File: src/rtl/delay_tap_reader.sv
// delay_tap_reader: once per frame, reads one delayed tap per channel (4 channels)
// from a 33-tap x 29-bit sample chain and presents the samples one per cycle.
// Optional feature: define DLY_SUM_EN to add a per-frame four-channel sum
// output (sum_data_o / sum_valid_o).
module delay_tap_reader (
   input  logic         clk,
   input  logic         rst,
   input  logic         shift_data_state_i,
   input  logic [956:0] taps_i,
   input  logic         dly_wr_i,
   input  logic [1:0]   dly_ch_i,
   input  logic [5:0]   dly_val_i,
   input  logic         clr_ovf_i,
   output logic [28:0]  out_data_o,
   output logic [1:0]   out_ch_o,
   output logic         out_valid_o,
   output logic         busy_o,
   output logic         overrun_o
`ifdef DLY_SUM_EN
   ,
   output logic [30:0]  sum_data_o,
   output logic         sum_valid_o
`endif
);

   localparam int unsigned NumTaps = 33;
   localparam int unsigned TapW    = 29;
   localparam int unsigned NumCh   = 4;
   localparam logic [5:0]  MaxDly  = 6'd32;

   typedef enum logic [2:0] {StIdle, StRd0, StRd1, StRd2, StRd3} state_e;

   state_e      state_q, state_d;
   logic [5:0]  stg_dly_q [NumCh];
   logic [5:0]  stg_dly_d [NumCh];
   logic [5:0]  act_dly_q [NumCh];
   logic [5:0]  act_dly_d [NumCh];
   logic [28:0] out_data_q, out_data_d;
   logic [1:0]  out_ch_q, out_ch_d;
   logic        out_valid_q, out_valid_d;
   logic        overrun_q, overrun_d;

   logic        load_act;
   logic        ovf_set;
   logic        rd_en;
   logic [1:0]  rd_ch;
   logic [5:0]  wr_val;
   logic [5:0]  sel_dly;
   logic [28:0] sel_tap;
   logic [28:0] tap_arr [NumTaps];

   // Unpack the flat tap bus; tap 0 is the newest sample.
   always_comb begin
      for (int i = 0; i < NumTaps; i++) begin
         tap_arr[i] = taps_i[i*TapW +: TapW];
      end
   end

   // Delay requests beyond the last tap clamp to the oldest tap.
   always_comb begin
      wr_val = (dly_val_i > MaxDly) ? MaxDly : dly_val_i;
   end

   // Staging delay registers: written at any time by the delay strobe.
   always_comb begin
      for (int i = 0; i < NumCh; i++) begin
         stg_dly_d[i] = stg_dly_q[i];
      end
      if (dly_wr_i) begin
         stg_dly_d[dly_ch_i] = wr_val;
      end
   end

   // Frame sequencer: RDk reads channel k; only RD3 may chain into a new frame.
   always_comb begin
      state_d  = state_q;
      load_act = 1'b0;
      ovf_set  = 1'b0;
      rd_en    = 1'b0;
      rd_ch    = 2'd0;
      unique case (state_q)
         StIdle: begin
            if (shift_data_state_i) begin
               state_d  = StRd0;
               load_act = 1'b1;
            end
         end
         StRd0: begin
            rd_en   = 1'b1;
            rd_ch   = 2'd0;
            state_d = StRd1;
            ovf_set = shift_data_state_i;
         end
         StRd1: begin
            rd_en   = 1'b1;
            rd_ch   = 2'd1;
            state_d = StRd2;
            ovf_set = shift_data_state_i;
         end
         StRd2: begin
            rd_en   = 1'b1;
            rd_ch   = 2'd2;
            state_d = StRd3;
            ovf_set = shift_data_state_i;
         end
         StRd3: begin
            rd_en = 1'b1;
            rd_ch = 2'd3;
            if (shift_data_state_i) begin
               state_d  = StRd0;
               load_act = 1'b1;
            end else begin
               state_d = StIdle;
            end
         end
         default: state_d = StIdle;
      endcase
   end

   // Active delays freeze for the frame; loading from the next-state staging value
   // lets a write in the frame-start cycle take effect immediately.
   always_comb begin
      for (int i = 0; i < NumCh; i++) begin
         act_dly_d[i] = load_act ? stg_dly_d[i] : act_dly_q[i];
      end
   end

   // Tap mux for the channel being read this cycle.
   always_comb begin
      sel_dly = act_dly_q[rd_ch];
      sel_tap = tap_arr[sel_dly];
   end

   // Output register next-state and the sticky overrun flag (set beats clear).
   always_comb begin
      out_data_d  = out_data_q;
      out_ch_d    = out_ch_q;
      out_valid_d = rd_en;
      if (rd_en) begin
         out_data_d = sel_tap;
         out_ch_d   = rd_ch;
      end
      overrun_d = overrun_q;
      if (ovf_set) begin
         overrun_d = 1'b1;
      end else if (clr_ovf_i) begin
         overrun_d = 1'b0;
      end
   end

   // State and output registers with asynchronous reset.
   always_ff @(posedge clk or posedge rst) begin
      if (rst) begin
         state_q     <= StIdle;
         out_data_q  <= '0;
         out_ch_q    <= '0;
         out_valid_q <= 1'b0;
         overrun_q   <= 1'b0;
         for (int i = 0; i < NumCh; i++) begin
            stg_dly_q[i] <= '0;
            act_dly_q[i] <= '0;
         end
      end else begin
         state_q     <= state_d;
         out_data_q  <= out_data_d;
         out_ch_q    <= out_ch_d;
         out_valid_q <= out_valid_d;
         overrun_q   <= overrun_d;
         for (int i = 0; i < NumCh; i++) begin
            stg_dly_q[i] <= stg_dly_d[i];
            act_dly_q[i] <= act_dly_d[i];
         end
      end
   end

   assign out_data_o  = out_data_q;
   assign out_ch_o    = out_ch_q;
   assign out_valid_o = out_valid_q;
   assign overrun_o   = overrun_q;
   assign busy_o      = (state_q != StIdle);

`ifdef DLY_SUM_EN
   logic [30:0] acc_q, acc_d;
   logic [30:0] sum_data_q, sum_data_d;
   logic        sum_valid_q, sum_valid_d;
   logic [30:0] sample_ext;

   // Accumulate the registered channel samples; channel 0 restarts the sum,
   // channel 3 completes it one cycle after the last sample is presented.
   always_comb begin
      sample_ext  = {{2{out_data_q[28]}}, out_data_q};
      acc_d       = acc_q;
      sum_data_d  = sum_data_q;
      sum_valid_d = 1'b0;
      if (out_valid_q) begin
         if (out_ch_q == 2'd0) begin
            acc_d = sample_ext;
         end else begin
            acc_d = acc_q + sample_ext;
         end
         if (out_ch_q == 2'd3) begin
            sum_data_d  = acc_q + sample_ext;
            sum_valid_d = 1'b1;
         end
      end
   end

   // Accumulator and sum output registers.
   always_ff @(posedge clk or posedge rst) begin
      if (rst) begin
         acc_q       <= '0;
         sum_data_q  <= '0;
         sum_valid_q <= 1'b0;
      end else begin
         acc_q       <= acc_d;
         sum_data_q  <= sum_data_d;
         sum_valid_q <= sum_valid_d;
      end
   end

   assign sum_data_o  = sum_data_q;
   assign sum_valid_o = sum_valid_q;
`endif

endmodule

File: config.mk
export PLATFORM = sky130hd
export DESIGN_NAME = delay_tap_reader
export DESIGN_NICKNAME = d
export VERILOG_FILES = /design/src/rtl/delay_tap_reader.sv
export SDC_FILE = /design/constraint.sdc
export NUM_CORES = 1
export LEC_CHECK = 0
export CAP_MARGIN = 15
export CORE_AREA = 5 5 385 387
export CTS_CLUSTER_SIZE = 16
export DETAILED_ROUTE_END_ITERATION = 8
export DIE_AREA = 0 0 390 392
export PLACE_DENSITY = 0.3
export SLEW_MARGIN = 20
export SYNTH_ARGS = -nofsm -noshare
export SYNTH_HDL_FRONTEND = slang
export SYNTH_SLANG_ARGS = --single-unit
File: constraint.sdc
create_clock -name clk -period 3.1 [get_ports clk]
set_input_delay 0.62 -clock clk [delete_from_list [all_inputs] [get_ports clk]]
set_output_delay 0.62 -clock clk [all_outputs]
set_load 0.01 [all_outputs]
# [Word level (Yosys, flattened, before mapping)]
# Index checks and enable logic that the tools add are counted.
[totals] reg_bits=84 input_bits=970 output_inout_bits=34 wordCells=54
[op_classes] order_cmp=5 n_eq_ne=5 mux=21 bitwise=3 n_reduce_logical=7
[ops] op="$bmux 29 s6" n=1
[ops] op="$mux 29" n=2
[ops] op="$bwmux 24" n=1
[ops] op="$mux 24" n=1
[ops] op="$mux 6" n=4
[ops] op="$pmux 3 s5" n=1
[ops] op="$bmux 6 s2" n=1
[ops] op="$demux 6 s2" n=1
[ops] op="$ge 7x7->1 const B" n=1
[ops] op="$mux 1" n=7
[ops] op="$not 6->7" n=1
[ops] op="$eq 3x2->1 const B" n=2
[ops] op="$ge 3x3->1 const B" n=2
[ops] op="$gt 6x6->1 const B" n=1
[ops] op="$not 2->3" n=2
[ops] op="$pmux 2 s3" n=1
[ops] op="$reduce_or 4->1" n=1
[ops] op="$eq 3x1->1 const B" n=1
[ops] op="$eq 3x3->1 const B" n=1
[ops] op="$logic_not 3->1" n=1
[ops] op="$lt 3x1->1 const B" n=1
[ops] op="$mux 3" n=1
[ops] op="$reduce_bool 3->1" n=1
[ops] op="$reduce_or 3->1" n=1
[ops] op="4 further kinds" n=4

# [Depth between registers and ports, before layout]
[logic_depth] depth_word=10 depth_mapped=11 depth_no_buf=7

# [Worst setup path after synthesis]
# Ideal clock, no wire load.
[synth_timing] kind="reg2reg" from="register state_q[1]" to="register out_data_q[21] (netlist: out_data_o[21])" setup_time_ns=0.141 arrival_time_ns=2.460 required_time_ns=2.959 setup_slack_ns=0.499 stages_incl_launch_ff=11 n_path_buf=4 synth_period_minus_slack_ns=2.601 path_cell_list="dfrtp_1 -> and2_1 -> o21a_1 -> buf_2 -> buf_2 -> nor2_2 -> buf_2 -> clkbuf_1 -> mux2_2 -> a222oi_1 -> a31oi_1"
[synth_between] elab_chain_cells=10 elab_cells_between_ends=15 cone_classes="eq/ne: 4; mux: 8; bitwise: 2; reduce/logical: 1"
[synth_rtl] item="start, declared" line_no="33" source="state_e state_q, state_d;"
[synth_rtl] item="start signal, assigned" line_no="154" source="state_q <= StIdle;"
[synth_rtl] item="start signal, assigned" line_no="164" source="state_q <= state_d;"
[synth_rtl] item="$eq 3x3->1 / $eq 3x2->1 (equally long branches)" line_no="81" source="unique case (state_q)"
[synth_rtl] item="$pmux 2 s3" line_no="81"
[synth_rtl] item="$not 2->3 (not written as such)" line_no="130" source="sel_dly = act_dly_q[rd_ch];"
[synth_rtl] item="$bmux 6 s2" line_no="130"
[synth_rtl] item="$mux 6 (not written as such) (2 in a row)" line_no="130"
[synth_rtl] item="$not 6->7 (not written as such)" line_no="131" source="sel_tap = tap_arr[sel_dly];"
[synth_rtl] item="$bmux 29 s6" line_no="131"
[synth_rtl] item="$mux 29 (not written as such) (2 in a row)" line_no="131"
[synth_rtl] item="end signal, assigned" line_no="165" source="out_data_q <= out_data_d;"
[synth_rtl] item="end, declared" line_no="38" source="logic [28:0] out_data_q, out_data_d;"
# Several ways; a longest one is shown, not always the timed one. The select of a mux whose other input is x is not followed.
# A chain may end at the register's enable or synchronous reset.

# [Worst setup path in the final report]
[layout_timing] from="register state_q[2]" to="register out_data_q[11] (netlist: out_data_o[11])"
# The elaborated chain is that of the path after synthesis.

==> run summary <==
In this run, flip-flops and latches consume 6.2% of the power. Of the total power, combinational logic draws 90.2%. Across the VDD grid, the largest voltage drop is 676 µV. The number of warnings printed during yosys synthesis is 0, and the number of pins with negative max-slew slack in the final report is 0.

The count of nets after finishing was 3943; the largest fanout of any net on the critical path was 32. 1004 I/O pins were placed. Counting I/O delays and the setup requirement, the final critical path takes 3180 ps. The post-synthesis cell type with the largest combined area was sky130_fd_sc_hd__dfrtp_1. Yosys attributes the largest share of cell area to sky130_fd_sc_hd__dfrtp_1 15%, sky130_fd_sc_hd__a211o_1 12%, sky130_fd_sc_hd__o21ai_0 11%, sky130_fd_sc_hd__nand3_1 10%, sky130_fd_sc_hd__mux2i_1 6.7%. The final layout contains routed wiring with a total length of 175000 µm.

The run gives 3.6% as the clock network fraction of total power. DRC marker count from the first detailed-route iteration: 1801. The tools report the total number of vias as 22369. For hold timing, the worst endpoint is stg_dly_q[14]. After global routing the overflow that remains totals 0. TritonCTS built the clock tree. Cells with a size suffix above 1 make up 19.2% of the layout. The logs give 1 for the count of final setup violators and 18.9 mW for the net switching power figure.

The floorplan step defined a die boundary enclosing 153000 µm². The tools report the start of the worst register-to-register path as state_q[2]. In the synthesized netlist, the cells that appear most often are 311 x sky130_fd_sc_hd__o21ai_0, 289 x sky130_fd_sc_hd__nand3_1, 203 x sky130_fd_sc_hd__a211o_1. The cell count after synthesis came out at 1920. The final reports fail on setup timing. In the routed layout, each cell is associated on average with a via count of 4.55.

Derived from the worst setup path, the maximum achievable clock frequency is 0.314 GHz. Maximum number of pins on one net before global-route repair: 60. The first global-routing pass estimated 223000 µm of wire. The number of nets with antenna violations after routing was 0. The post-synth design cell area is 14500 µm². In this run the clock root is driven by a sky130_fd_sc_hd__clkbuf_16. The first detailed-routing pass took 7 iterations.

For this configuration, the core starts out at a cell density of 10.0%. The average cell area after synthesis came out at 7.53 µm². The worst setup path is of the reg2reg kind. The initial antenna violation count was 99. The tools report the post-synthesis net count as 2890. In this run switching power makes up 56.3% of total power. The final-report hold violation count was 0; the number of sinks handled by clock tree synthesis was 84. For the worst flop-to-flop path, the logic depth is 11. The run gives 11.4 nW as the leakage power figure.

Yosys mapped a number of flops with a built-in enable equal to 0. In this run the number of H-tree levels came out at 3. After floorplanning, the core was sized to cover 145000 µm². After legalization and detailed placement, the total HPWL measured 144000 µm. At the worst endpoint, the arrival time is 3430 ps. Along the worst hold path, the cell count comes to 2. The post-route fraction of the period consumed by the critical path came out at 103%. The completed layout was analyzed and its total power is 33.6 mW. The worst hold path begins at stg_dly_q[14]. The worst setup path is launched from a flop. After synthesis, the largest area contributor takes up 14.5% of total cell area.

The number of core rows came out at 140. The worst setup path is captured at a flop. Counting flops and latches in the post-synthesis netlist gives 84. The tools report the placer congestion estimate as 0.855. For this run, the number of standard cells in the final layout without fillers is 4920.

The final worst-path setup slack is -80.9 ps. The number of global-route vias before repair is 22963, and the cts-stage hold buffer count is 0. The actual transition at the worst max-transition pin was 716 ps. The post-detailed-route wirelength per cell is 35.5 µm, and the proportion of synthesized flip-flops having asynchronous set or reset is 100%. The most frequent cell after synthesis is sky130_fd_sc_hd__o21ai_0. The run finished, with violations left.

The worst-case clock buffer depth came out at 2. The clock arrives with 16.4 ps of skew. Vertical extent of the die: 392 µm.

In the global route stage, overall resource usage came out at 21.4%. The count of input and output buffers was 1003. The commonest register cell after synthesis was sky130_fd_sc_hd__dfrtp_1. The number of CTS-inserted buffers came out at 9. Setup repair after global routing could not meet its margin everywhere. Cell internal power was estimated by the tool at 14.7 mW.

STA puts the critical path data required time at 3350 ps. The number of placed instances, taps included was 4824. Die boundary width: 390 µm. The cell area power density was 1080 nW/µm²; the post-synthesis to final-layout area growth was 115%. The count of max-cap constraint violations was 0.

The worst hold path belongs to the class reg2reg. At the later pin of the worst-skew pair, clock insertion delay measures 390 ps. Measured against its own limit, the worst slew margin works out to 52.2%. After clock tree synthesis, the clock-pin slew on the worst setup and hold paths is 90 ps. The tools report the pre-CTS setup slack as -1030 ps. In this run the critical register-to-register path is captured at out_data_o[11]. The number of different library cells used by synthesis comes to 64. The count of unresolved DRC violations after routing is 0. For flop-to-flop paths, the worst setup slack is -80 ps. Sequential cells were found to cover 14.5% of the synthesized design area.
-- metrics by stage --
| step | instance area [µm²] | setup TNS, ps | hold slack (ps) | utilization [%] |
|---|---|---|---|---|
| 2_1_floorplan | 14500 | 0 | 449 | - |
| 3_3_place_gp | 28600 | -13550 | 474 | 19.8 |
| 3_5_place_dp | 28600 | -13290 | 477 | 19.8 |
| 4_1_cts | 30500 | -53.4 | 495 | 21.1 |
| 5_1_grt | 31000 | -279 | 519 | 21.5 |
| 6_report | 31100 | -80.9 | 488 | 21.5 |
-- how the worst max path moves through the flow --
stage,startpoint,end,depth (start not counted)
after global routing,state_q[1],out_data_o[11],12
after CTS,state_q[1],out_data_o[1],11
final,state_q[2],out_data_o[11],11
after global placement,state_q[1],out_data_o[13],12
after floorplan,rst,act_dly_q[0],1
after detailed placement,state_q[1],out_data_o[13],11
-- cell usage in the layout, fill, tap and decap left out, types with 6 or more instances in the layout --
master                            count
sky130_fd_sc_hd__o211ai_1            57
sky130_fd_sc_hd__and3_1              56
sky130_fd_sc_hd__nand2b_1             7
sky130_fd_sc_hd__mux2i_4              7
sky130_fd_sc_hd__a21boi_0            53
sky130_fd_sc_hd__a222oi_1            28
sky130_fd_sc_hd__a211oi_4            14
sky130_fd_sc_hd__buf_16               9
sky130_fd_sc_hd__a211oi_1            12
sky130_fd_sc_hd__a2bb2o_1            58
sky130_fd_sc_hd__mux2i_1             84
sky130_fd_sc_hd__nand2_1             26
sky130_fd_sc_hd__a2bb2o_4            15
sky130_fd_sc_hd__o221ai_1            26
sky130_fd_sc_hd__o21ai_0            304
sky130_fd_sc_hd__clkdlybuf4s50_1   1003
sky130_fd_sc_hd__a41oi_4             19
sky130_fd_sc_hd__a41oi_1              8
sky130_fd_sc_hd__nand3_1            287
sky130_fd_sc_hd__o2111ai_1           12
sky130_fd_sc_hd__buf_4              210
sky130_fd_sc_hd__a21oi_1              6
sky130_fd_sc_hd__diode_2             25
sky130_fd_sc_hd__a31oi_1             29
sky130_fd_sc_hd__dfrtp_1             80
sky130_fd_sc_hd__buf_6               24
sky130_fd_sc_hd__buf_12              63
sky130_fd_sc_hd__o2111ai_2           10
sky130_fd_sc_hd__mux2_2              56
sky130_fd_sc_hd__clkbuf_16           16
sky130_fd_sc_hd__o2111ai_4            7
sky130_fd_sc_hd__mux2i_2              6
sky130_fd_sc_hd__nor2_1              37
sky130_fd_sc_hd__a41oi_2             29
sky130_fd_sc_hd__a2bb2o_2            13
sky130_fd_sc_hd__a211o_1            200
-- cells by family after synthesis --
logic type      after synthesis  share of synthesized area (%)
flops                        84                           14.5
compound gates              943                           49.5
xor+xnor                      3                          0.234
simple gates                447                           16.0
mux                         153                           11.1
buf+inv                     290                           8.66
-- layout make-up --
cell class                 count  area, µm²
inverter                       7       28.8
fill                       16133     113000
tap                         1917       2400
antenna                       25       62.6
clock buffer                   9        225
clock inverter                 7       76.3
multi-input combinational   1546      12400
sequential                    84       2110
timing repair buffer        1325      13700
-- power by group through the flow --
stage          logic [mW]  clock network [mW]  registers, mW
6_report             30.3                1.22           2.08
5_1_grt              31.9                1.31           2.13
4_1_cts              30.1                1.30           2.09
3_5_place_dp         27.2                   0           2.10
3_3_place_gp         27.4                   0           2.10
2_1_floorplan        11.9                   0           1.87
-- worst max-delay path, stage by stage, from the launching register on --
cell and delay, ps:
sky130_fd_sc_hd__dfrtp_2 450, sky130_fd_sc_hd__buf_6 160, sky130_fd_sc_hd__and2b_2 230, sky130_fd_sc_hd__o22a_4 250
sky130_fd_sc_hd__buf_16 180, sky130_fd_sc_hd__buf_12 190, sky130_fd_sc_hd__and3_1 180, sky130_fd_sc_hd__o211ai_1 430
sky130_fd_sc_hd__buf_4 200, sky130_fd_sc_hd__a41oi_2 140, sky130_fd_sc_hd__a211oi_4 420, sky130_fd_sc_hd__a31oi_1 150
-- registers in the layout (all words and copies together) (netlist names) --
register     count
out_ch_o         2
out_valid_o      1
act_dly_q       24
overrun_o        1
out_data_o      29
stg_dly_q       24
state_q          3
-- repair_timing --
item,CTS,global route
hold endpoints to repair,0,0
pin swaps,48,36
gates cloned,6,7
endpoints found under the setup margin,29,29
resized for setup,174,64
setup buffers,36,11
-- per-layer routing --
metal  track usage (%)  routed length (µm)  up-vias
met3              5.87               12700      167
met1              28.0               76800    11289
li1                  -                   -     9867
met4              2.32                1830       68
met2              36.2               82800      978
met5                 0                 447        -
Power figures use the tool's default switching activity.
